**config.mk**
```make
export PLATFORM = sky130hd
export DESIGN_NAME = imm_gen_pipe
export DESIGN_NICKNAME = d
export VERILOG_FILES = /design/src/rtl/imm_pkg.sv /design/src/rtl/imm_decode.sv /design/src/rtl/imm_gen_pipe.sv
export SDC_FILE = /design/constraint.sdc
export NUM_CORES = 1
export LEC_CHECK = 0
export ABC_AREA = 1
export BUFFER_PORTS_ARGS = -buffer_cell sky130_fd_sc_hd__buf_2
export CAP_MARGIN = 20
export CORE_MARGIN = 2
export CORE_UTILIZATION = 31
export CTS_CLUSTER_DIAMETER = 200
export DETAILED_ROUTE_END_ITERATION = 16
export PLACE_DENSITY = 0.55
export REMOVE_ABC_BUFFERS = 1
export SLEW_MARGIN = 5
export SYNTH_ARGS = -nofsm -noshare
export SYNTH_HDL_FRONTEND = slang
export SYNTH_HIERARCHICAL = 1
export SYNTH_SLANG_ARGS = --single-unit
export TNS_END_PERCENT = 5
```
**constraint.sdc**
```tcl
create_clock -name clk -period 5.8 [get_ports clk]
set_input_delay 0.29 -clock clk [delete_from_list [all_inputs] [get_ports clk]]
set_output_delay 0.29 -clock clk [all_outputs]
set_load 0.05 [all_outputs]
```
**src/rtl/imm_pkg.sv**
```systemverilog
// -----------------------------------------------------------------------------
// imm_pkg -- shared definitions for the immediate generator pipeline.
//   * RV32I/RV64I major opcode constants (instr[6:0]).
//   * imm_type_t: 3-bit immediate format tag carried alongside each decoded
//     immediate (NONE=0, I=1, SH=2, S=3, B=4, U=5, J=6, Z=7).
// -----------------------------------------------------------------------------
package imm_pkg;

  localparam logic [6:0] OPC_LOAD     = 7'b0000011;
  localparam logic [6:0] OPC_MISC_MEM = 7'b0001111;
  localparam logic [6:0] OPC_OP_IMM   = 7'b0010011;
  localparam logic [6:0] OPC_AUIPC    = 7'b0010111;
  localparam logic [6:0] OPC_STORE    = 7'b0100011;
  localparam logic [6:0] OPC_OP       = 7'b0110011;
  localparam logic [6:0] OPC_LUI      = 7'b0110111;
  localparam logic [6:0] OPC_BRANCH   = 7'b1100011;
  localparam logic [6:0] OPC_JALR     = 7'b1100111;
  localparam logic [6:0] OPC_JAL      = 7'b1101111;
  localparam logic [6:0] OPC_SYSTEM   = 7'b1110011;

  typedef enum logic [2:0] {
    IMM_NONE = 3'd0,
    IMM_I    = 3'd1,
    IMM_SH   = 3'd2,
    IMM_S    = 3'd3,
    IMM_B    = 3'd4,
    IMM_U    = 3'd5,
    IMM_J    = 3'd6,
    IMM_Z    = 3'd7
  } imm_type_t;

endpackage

```
**src/rtl/imm_decode.sv**
```systemverilog
// -----------------------------------------------------------------------------
// imm_decode -- purely combinational RISC-V immediate decoder.
// Parameters:
//   XLEN     : immediate width, 32 or 64.
//   ZICSR_EN : nonzero enables decode of the CSR 5-bit zimm field.
// Ports:
//   instr       in  32    instruction word
//   imm         out XLEN  decoded immediate (0 for formats without one)
//   imm_type    out 3     format tag (imm_type_t)
//   imm_illegal out 1     malformed or unknown encoding
// -----------------------------------------------------------------------------
module imm_decode
  import imm_pkg::*;
#(
  parameter int XLEN     = 32,
  parameter int ZICSR_EN = 1
) (
  input  logic [31:0]     instr,
  output logic [XLEN-1:0] imm,
  output imm_type_t       imm_type,
  output logic            imm_illegal
);

  logic [6:0] opcode;
  logic [2:0] funct3;

  assign opcode = instr[6:0];
  assign funct3 = instr[14:12];

  // Sign-extend a 32-bit value to XLEN; identity when XLEN is 32.
  function automatic logic [XLEN-1:0] sext32(input logic [31:0] v);
    logic [XLEN-1:0] r;
    r       = {XLEN{v[31]}};
    r[31:0] = v;
    return r;
  endfunction

  // Every legal opcode ends in 2'b11, so matching the full 7-bit opcode also
  // rejects compressed/malformed words through the default arm.
  always_comb begin
    // NOTE: every output gets a default before the case so no path can leave
    // one unassigned; that is what keeps this block free of inferred latches.
    imm         = '0;
    imm_type    = IMM_NONE;
    imm_illegal = 1'b0;
    case (opcode)
      OPC_LOAD, OPC_JALR: begin
        imm      = sext32({{20{instr[31]}}, instr[31:20]});
        imm_type = IMM_I;
      end
      OPC_OP_IMM: begin
        if (funct3 == 3'b001 || funct3 == 3'b101) begin
          imm_type = IMM_SH;
          if (XLEN == 64) begin
            imm[5:0] = instr[25:20];
          end else begin
            // RV32 shamt is 5 bits; a set bit 25 is an illegal encoding.
            imm[4:0]    = instr[24:20];
            imm_illegal = instr[25];
          end
        end else begin
          imm      = sext32({{20{instr[31]}}, instr[31:20]});
          imm_type = IMM_I;
        end
      end
      OPC_STORE: begin
        imm      = sext32({{20{instr[31]}}, instr[31:25], instr[11:7]});
        imm_type = IMM_S;
      end
      OPC_BRANCH: begin
        imm      = sext32({{19{instr[31]}}, instr[31], instr[7],
                           instr[30:25], instr[11:8], 1'b0});
        imm_type = IMM_B;
      end
      OPC_JAL: begin
        imm      = sext32({{11{instr[31]}}, instr[31], instr[19:12],
                           instr[20], instr[30:21], 1'b0});
        imm_type = IMM_J;
      end
      OPC_LUI, OPC_AUIPC: begin
        imm      = sext32({instr[31:12], 12'b0});
        imm_type = IMM_U;
      end
      OPC_SYSTEM: begin
        // funct3[2] selects the immediate CSR forms (csrrwi/csrrsi/csrrci).
        if (ZICSR_EN != 0 && funct3[2]) begin
          imm[4:0] = instr[19:15];
          imm_type = IMM_Z;
        end
      end
      OPC_OP, OPC_MISC_MEM: begin
        // Legal, no immediate: defaults stand.
      end
      default: begin
        imm_illegal = 1'b1;
      end
    endcase
  end

endmodule

```
**src/rtl/imm_gen_pipe.sv**
```systemverilog
// -----------------------------------------------------------------------------
// imm_gen_pipe -- immediate decoder followed by a 2-entry ready/valid FIFO.
// A word accepted on edge k into an empty FIFO is presented after edge k;
// simultaneous push/pop sustains one word per cycle.
// Parameters: XLEN (32 or 64), ZICSR_EN (CSR zimm decode enable).
// Ports:
//   clk, rst     single clock; asynchronous active-high reset
//   flush        synchronous discard of all buffered entries (beats push/pop)
//   in_valid/in_ready/instr      input handshake and instruction word
//   out_valid/out_ready          output handshake
//   imm, imm_type, imm_illegal   head entry; all zero while out_valid=0
// -----------------------------------------------------------------------------
module imm_gen_pipe
  import imm_pkg::*;
#(
  parameter int XLEN     = 32,
  parameter int ZICSR_EN = 1
) (
  input  logic            clk,
  input  logic            rst,
  input  logic            flush,
  input  logic            in_valid,
  output logic            in_ready,
  input  logic [31:0]     instr,
  output logic            out_valid,
  input  logic            out_ready,
  output logic [XLEN-1:0] imm,
  output logic [2:0]      imm_type,
  output logic            imm_illegal
);

  logic [XLEN-1:0] dec_imm;
  imm_type_t       dec_type;
  logic            dec_illegal;

  imm_decode #(
    .XLEN     (XLEN),
    .ZICSR_EN (ZICSR_EN)
  ) u_decode (
    .instr       (instr),
    .imm         (dec_imm),
    .imm_type    (dec_type),
    .imm_illegal (dec_illegal)
  );

  logic [1:0]      count;
  logic            wr_ptr;
  logic            rd_ptr;
  logic [XLEN-1:0] imm_mem  [2];
  imm_type_t       type_mem [2];
  logic            ill_mem  [2];

  logic push;
  logic pop;

  // Ready depends only on registered occupancy (plus reset), never on
  // out_ready, so no combinational path runs from consumer to producer.
  assign in_ready  = (count != 2'd2) && !rst;
  assign out_valid = (count != 2'd0);
  assign push      = in_valid && in_ready;
  assign pop       = out_valid && out_ready;

  // NOTE: sequential state uses non-blocking assignments so every register
  // samples pre-edge values regardless of statement order.
  always_ff @(posedge clk or posedge rst) begin
    if (rst) begin
      count  <= 2'd0;
      wr_ptr <= 1'b0;
      rd_ptr <= 1'b0;
    end else if (flush) begin
      // Flush wins over any same-cycle push or pop.
      count  <= 2'd0;
      wr_ptr <= 1'b0;
      rd_ptr <= 1'b0;
    end else begin
      if (push) wr_ptr <= ~wr_ptr;
      if (pop)  rd_ptr <= ~rd_ptr;
      case ({push, pop})
        2'b10:   count <= count + 2'd1;
        2'b01:   count <= count - 2'd1;
        default: count <= count;
      endcase
    end
  end

  // NOTE: entry storage has no reset; occupancy is reset and the outputs are
  // gated by out_valid, so stale contents are never observable. A write that
  // coincides with flush lands in a slot that count already marks empty.
  always_ff @(posedge clk) begin
    if (push) begin
      imm_mem[wr_ptr]  <= dec_imm;
      type_mem[wr_ptr] <= dec_type;
      ill_mem[wr_ptr]  <= dec_illegal;
    end
  end

  always_comb begin
    imm         = '0;
    imm_type    = IMM_NONE;
    imm_illegal = 1'b0;
    if (out_valid) begin
      imm         = imm_mem[rd_ptr];
      imm_type    = type_mem[rd_ptr];
      imm_illegal = ill_mem[rd_ptr];
    end
  end

endmodule

```
# After elaboration in Yosys (flattened, before gate mapping)

Memories as Yosys holds them, arrays and structs flattened.
Index checks and enable logic that the tools add are counted.

Bits in writable memories: 72
Output and inout port bits: 38
Flip-flop bits (word level): 4
Bits of input ports: 37
Memories kept: 3
Word-level logic and storage cells: 60

Equality and inequality tests: 16
Bitwise operators: 2
Mux-type cells: 20
Reduce and logical (&&, ||, !) cells: 14
Add/subtract/negate cells: 2

Memory list:

| memory   | depth | width | rd ports | clocked after Yosys merged registers in | write ports | RTL line           | RTL |
|---|---|---|---|---|---|---|---|
| imm_mem  | 2     | 32    | 1        | 0                                       | 1           | imm_gen_pipe.sv:49 | `logic [XLEN-1:0] imm_mem [2];` |
| type_mem | 2     | 3     | 1        | 0                                       | 1           | imm_gen_pipe.sv:50 | `imm_type_t type_mem [2];` |
| ill_mem  | 2     | 1     | 1        | 0                                       | 1           | imm_gen_pipe.sv:51 | `logic ill_mem [2];` |

Operator list:

| operator                                                               | count |
|---|---|
| 27-bit case mux with 5 select lines                                    | 1 |
| 32-bit two-way mux                                                     | 1 |
| 7-bit equality test (second input constant)                            | 4 |
| 27-bit two-way mux                                                     | 1 |
| 5-bit case mux with 5 select lines                                     | 1 |
| 7-bit by 6-bit equality test with 1-bit output (second input constant) | 3 |
| 3-bit case mux with 7 select lines                                     | 1 |
| 7-bit by 5-bit equality test with 1-bit output (second input constant) | 2 |
| 10-bit OR reduction                                                    | 1 |
| 1-bit two-way mux                                                      | 8 |
| 7-bit by 2-bit equality test with 1-bit output (second input constant) | 1 |
| 7-bit by 4-bit equality test with 1-bit output (second input constant) | 1 |
| 3-bit two-way mux                                                      | 2 |
| 2-bit nonzero test                                                     | 3 |
| 3-bit OR reduction                                                     | 2 |
| 5-bit two-way mux                                                      | 1 |
| 2-bit two-way mux                                                      | 2 |
| 2-bit case mux with 2 select lines                                     | 1 |
| 2-bit OR reduction                                                     | 2 |
| 3-bit by 1-bit equality test with 1-bit output (second input constant) | 1 |
| 3-bit equality test (second input constant)                            | 1 |
| 1-bit logical AND                                                      | 3 |
| 3-bit nonzero test                                                     | 1 |
| 2-bit by 1-bit adder with 2-bit output (second input constant)         | 1 |
| 8 further kinds                                                        | 9 |

# Depth between registers and ports, before layout

Word-level depth: 6
Gate-level depth with buffers: 10
Mapped depth without buffers: 9

# Modules after synthesis

Netlist, hierarchy kept.

Modules (own cells, without submodules):

| module       | instances | area each (µm²) | cells an instance | seq. area each (µm²) |
|---|---|---|---|---|
| imm_gen_pipe | 1         | 2969.1          | 230               | 2262.2 |
| imm_decode   | 1         | 988.4           | 200               | 0.0 |

# Least setup slack after synthesis

No wires, ideal clock.

Kind: flip-flop to flip-flop
From: register count[0]
To: memory ill_mem[0], enable pin
Clock period less this slack: 2.654 ns
Setup time: 0.429 ns
Required time: 5.371 ns
Stages on the path, launching flop included: 5
Arrival: 2.225 ns
Buffers on the path: 0
Setup slack: 3.146 ns
Cell sequence: dfrtp_1 inv_2 nand2_2 nand3_4 nor2_1

Cells in the longest elaborated chain, start to end: 5

Ends and longest elaborated chain:

| what                                    | RTL line           | RTL |
|---|---|---|
| start, declared                         | imm_gen_pipe.sv:46 | `logic [1:0] count;` |
| start signal, assigned                  | imm_gen_pipe.sv:79 | `2'b10: count <= count + 2'd1;` |
| start signal, assigned                  | imm_gen_pipe.sv:80 | `2'b01: count <= count - 2'd1;` |
| start signal, assigned                  | imm_gen_pipe.sv:81 | `default: count <= count;` |
| 2-bit != test                           | imm_gen_pipe.sv:58 | `assign in_ready = (count != 2'd2) && !rst;` |
| 1-bit logical AND                       | imm_gen_pipe.sv:58 |  |
| 1-bit logical AND                       | imm_gen_pipe.sv:60 | `assign push = in_valid && in_ready;` |
| 1-bit two-way mux                       | imm_gen_pipe.sv:90 | `if (push) begin` |
| 1-bit two-way mux (not written as such) | imm_gen_pipe.sv:93 | `ill_mem[wr_ptr] <= dec_illegal;` |
| end, declared                           | imm_gen_pipe.sv:51 |  |

Every way passes these cells.

# Worst setup path in the final report

From: register rd_ptr
To: output port imm[11]

Cells in the longest elaborated chain, start to end: 2

Ends and longest elaborated chain:

| what                   | RTL line            | RTL |
|---|---|---|
| start, declared        | imm_gen_pipe.sv:48  | `logic rd_ptr;` |
| start signal, assigned | imm_gen_pipe.sv:77  | `if (pop) rd_ptr <= ~rd_ptr;` |
| memory read 2 x 32 bit | n/a                 |  |
| 32-bit two-way mux     | imm_gen_pipe.sv:101 | `if (out_valid) begin` |
| end, declared          | imm_gen_pipe.sv:27  | `output logic [XLEN-1:0] imm,` |

Every way passes these cells.

==> flow_metrics.tcl <==
set metrics [dict create \
    globalplace.congestion 0.8640 \
    clk_latency_ps 340 \
    drc 0 \
    finalClockSkew_ps 3.924 \
    startpoint_type "flip-flop" \
    wl_per_cell_um 15.02 \
    p_leak_nw 2.152 \
    ys_seq_area_share_pct 57.16 \
    setup_viol 0 \
    cts_setup_buffers 0 \
    cp-end-kind "output pin" \
    final_nets 537 \
    clock_path_buffers 2 \
    max-slew-margin-rel_pct 26.97 \
    min_path_cells 4 \
    fin_total_pwr_mw 1.860 \
    place_hpwl_um 6734 \
    crit_slowest_cell "inv_2" \
    slew_viol_final 0 \
    rr_startpoint "count[1]" \
    numCtsBuffers 9 \
    rsz0062_at_grt "false" \
    initial_core_util_pct 31.62 \
    initialDrtViolationCount 134 \
    cap_violations 0 \
    r2r-end "count[0]" \
    vdd_ir_drop_max_v 0.0001185 \
    synthCells 430 \
    critPathArrivalTime_ps 2270 \
    ant_nets 0 \
    ys_warn_count 6 \
    cp_slowest_stage_delay_ps 580 \
    ff2ff_path_depth 6 \
    diodes 0 \
    port_buffers 74 \
    die_area_um2 13690 \
    worst_pin_slew_ps 1095 \
    crit_path_cell_trace "buf_4 -> inv_2 -> nand2_1 -> a21oi_1 -> buf_2" \
    path_clk_slew_ps 60 \
    crit_start "rd_ptr" \
    hold_viol_final 0 \
    path_delay_family "buffers and inverters" \
    status "finished, final reports clean" \
    ys_types 26 \
    clkSinkCount 76 \
    area_growth_pct 19.38 \
    power_density_nw_per_um2 393.7 \
    hold_path.class "input port to flip-flop" \
    row_count 41 \
    syn_area_per_cell_um2 9.204 \
    dr.pass1.iters 4 \
    vias_per_cell 4.691 \
    finalCriticalPeriod_ps 2560 \
    setup_tns_ps 0 \
    clockRootBuffer "clkbuf_16" \
    hold_ws_ps 210.2 \
    cp.required_ps 5510 \
    io_pins 75 \
    crit_fanout 38 \
    critical_path_class "flip-flop to output pin" \
    grt_pass1_vias 3066 \
    grt_start_max_net_pins 39 \
    grt_overflow 0 \
    coreArea_um2 12520 \
    grtUsageTotal_pct 15.48 \
    cts_tree "built" \
    antenna_found_initial 0 \
    setup_ws_ps 3240 \
    die_x_um 117.0 \
    die_y_um 117.0 \
    min_period_over_period_pct 44.13 \
    pre_cts_ws_ps 3392 \
    r2r_slack_ps 4010 \
    routed_wl_um 10170 \
    fmax_mhz 390.7 \
    final_layout_size_suffix_gt1_share_pct 26.53 \
    hold_end "count[0]" \
    synth-seq-cells 76 \
    cts-htree-levels 3 \
    vias 3176 \
    critPathBufInv 3 \
    grt_first_pass_wirelength_um 15970 \
    syn_area_um2 3958 \
    worstHoldStart "flush" \
]
state kept, by name, indices dropped and copies added, names as in the netlist:
register  cells
type_mem      6
count         2
wr_ptr        1
ill_mem       2
rd_ptr        1
imm_mem      64
metal layers:
metal	up-vias	track usage, %	wire (um)
li1	1580	-	-
met1	1506	19.70	4554
met2	75	25.59	4921
met3	15	3.553	501
met4	0	6.275	191
met5	-	0	0
how the worst max path moves through the flow:
stage                     end  cells after the start
3_5_place_dp   imm_mem[1][21]                      7
5_1_grt               imm[11]                      5
4_1_cts               imm[11]                      5
2_1_floorplan      ill_mem[0]                      4
6_report              imm[11]                      5
3_3_place_gp   imm_mem[0][21]                      7
cells in the final DEF, fill, tap and decap left out:
cell / n
nand4_1: 6
nand3_2: 11
nor2_4: 3
buf_4: 3
nand2_4: 2
nor2_1: 20
clkinvlp_4: 2
nor2_2: 6
nand3_1: 44
edfxtp_1: 72
inv_1: 27
o21ai_2: 1
clkinv_2: 4
o21ai_0: 8
nand3_4: 1
nand3b_1: 4
a21oi_1: 39
dlygate4sd3_1: 1
clkinv_1: 1
nand2_2: 8
clkbuf_16: 9
dfrtp_1: 4
inv_2: 8
nor3_1: 1
clkinv_4: 1
buf_2: 74
a21oi_4: 1
nand2_1: 144
synth_stat cells:
library cell | count | area [um^2]
nand2_1 | 144 | 540.5
edfxtp_1 | 72 | 2162
nand3_1 | 44 | 220.2
a21oi_1 | 39 | 195.2
inv_1 | 27 | 101.4
nor2_1 | 22 | 82.58
nand3_2 | 11 | 110.1
inv_2 | 8 | 30.03
nand2_2 | 8 | 50.05
o21ai_0 | 8 | 40.04
buf_2 | 7 | 35.03
nand4_1 | 6 | 37.54
buf_4 | 4 | 30.03
buf_6 | 4 | 45.04
dfrtp_1 | 4 | 100.1
nand3b_1 | 4 | 30.03
nor2_2 | 4 | 25.02
clkbuf_1 | 3 | 11.26
nor2_4 | 3 | 33.78
nand2_4 | 2 | 22.52
a21oi_4 | 1 | 16.27
buf_1 | 1 | 3.750
clkinv_1 | 1 | 3.750
nand3_4 | 1 | 17.52
nor3_1 | 1 | 5.000
o21ai_2 | 1 | 8.760
tightest hold or removal path: cells and delay by family:
kind	cells	cell delay, ps
simple gates	3	130
buf+inv	1	90
timing repair:
item | in CTS | in global routing
gates resized for setup | 0 | 0
hold buffers | 1 | 0
hold endpoints to repair | 4 | 0
stage by stage:
stage	utilization, %	cell area [um^2]	cells
after floorplan	-	3832	411
after global placement	35.52	4446	660
after detailed placement	35.52	4446	660
after CTS	37.74	4725	677
after global routing	37.74	4725	677
final	37.74	4725	677
kinds of logic (layout without fill, tap and decap cells):
logic type      Yosys count  in the layout  synth area share [%]
simple gates            250            250                 29.69
flops                    76             76                 57.16
buf+inv                  55            130                 6.576
compound gates           49             49                 6.576
layout make-up:
type / instances / area, um^2
clock inverters: 7 / 43.79
fillers: 1315 / 7792
clock buffers: 9 / 225.2
flip-flops and latches: 76 / 2262
multi-input cells: 299 / 1440
repair buffers: 78 / 402.9
inverters: 36 / 135.1
well taps: 172 / 215.2
power breakdown:
group | internal (mW) | total [mW] | switching (mW)
Clock | 0.287 | 0.506 | 0.220
Combinational | 0.135 | 0.693 | 0.558
Sequential | 0.642 | 0.661 | 0.0192
Total | 1.06 | 1.86 | 0.797
No activity file was read; power rests on OpenSTA's default activity.
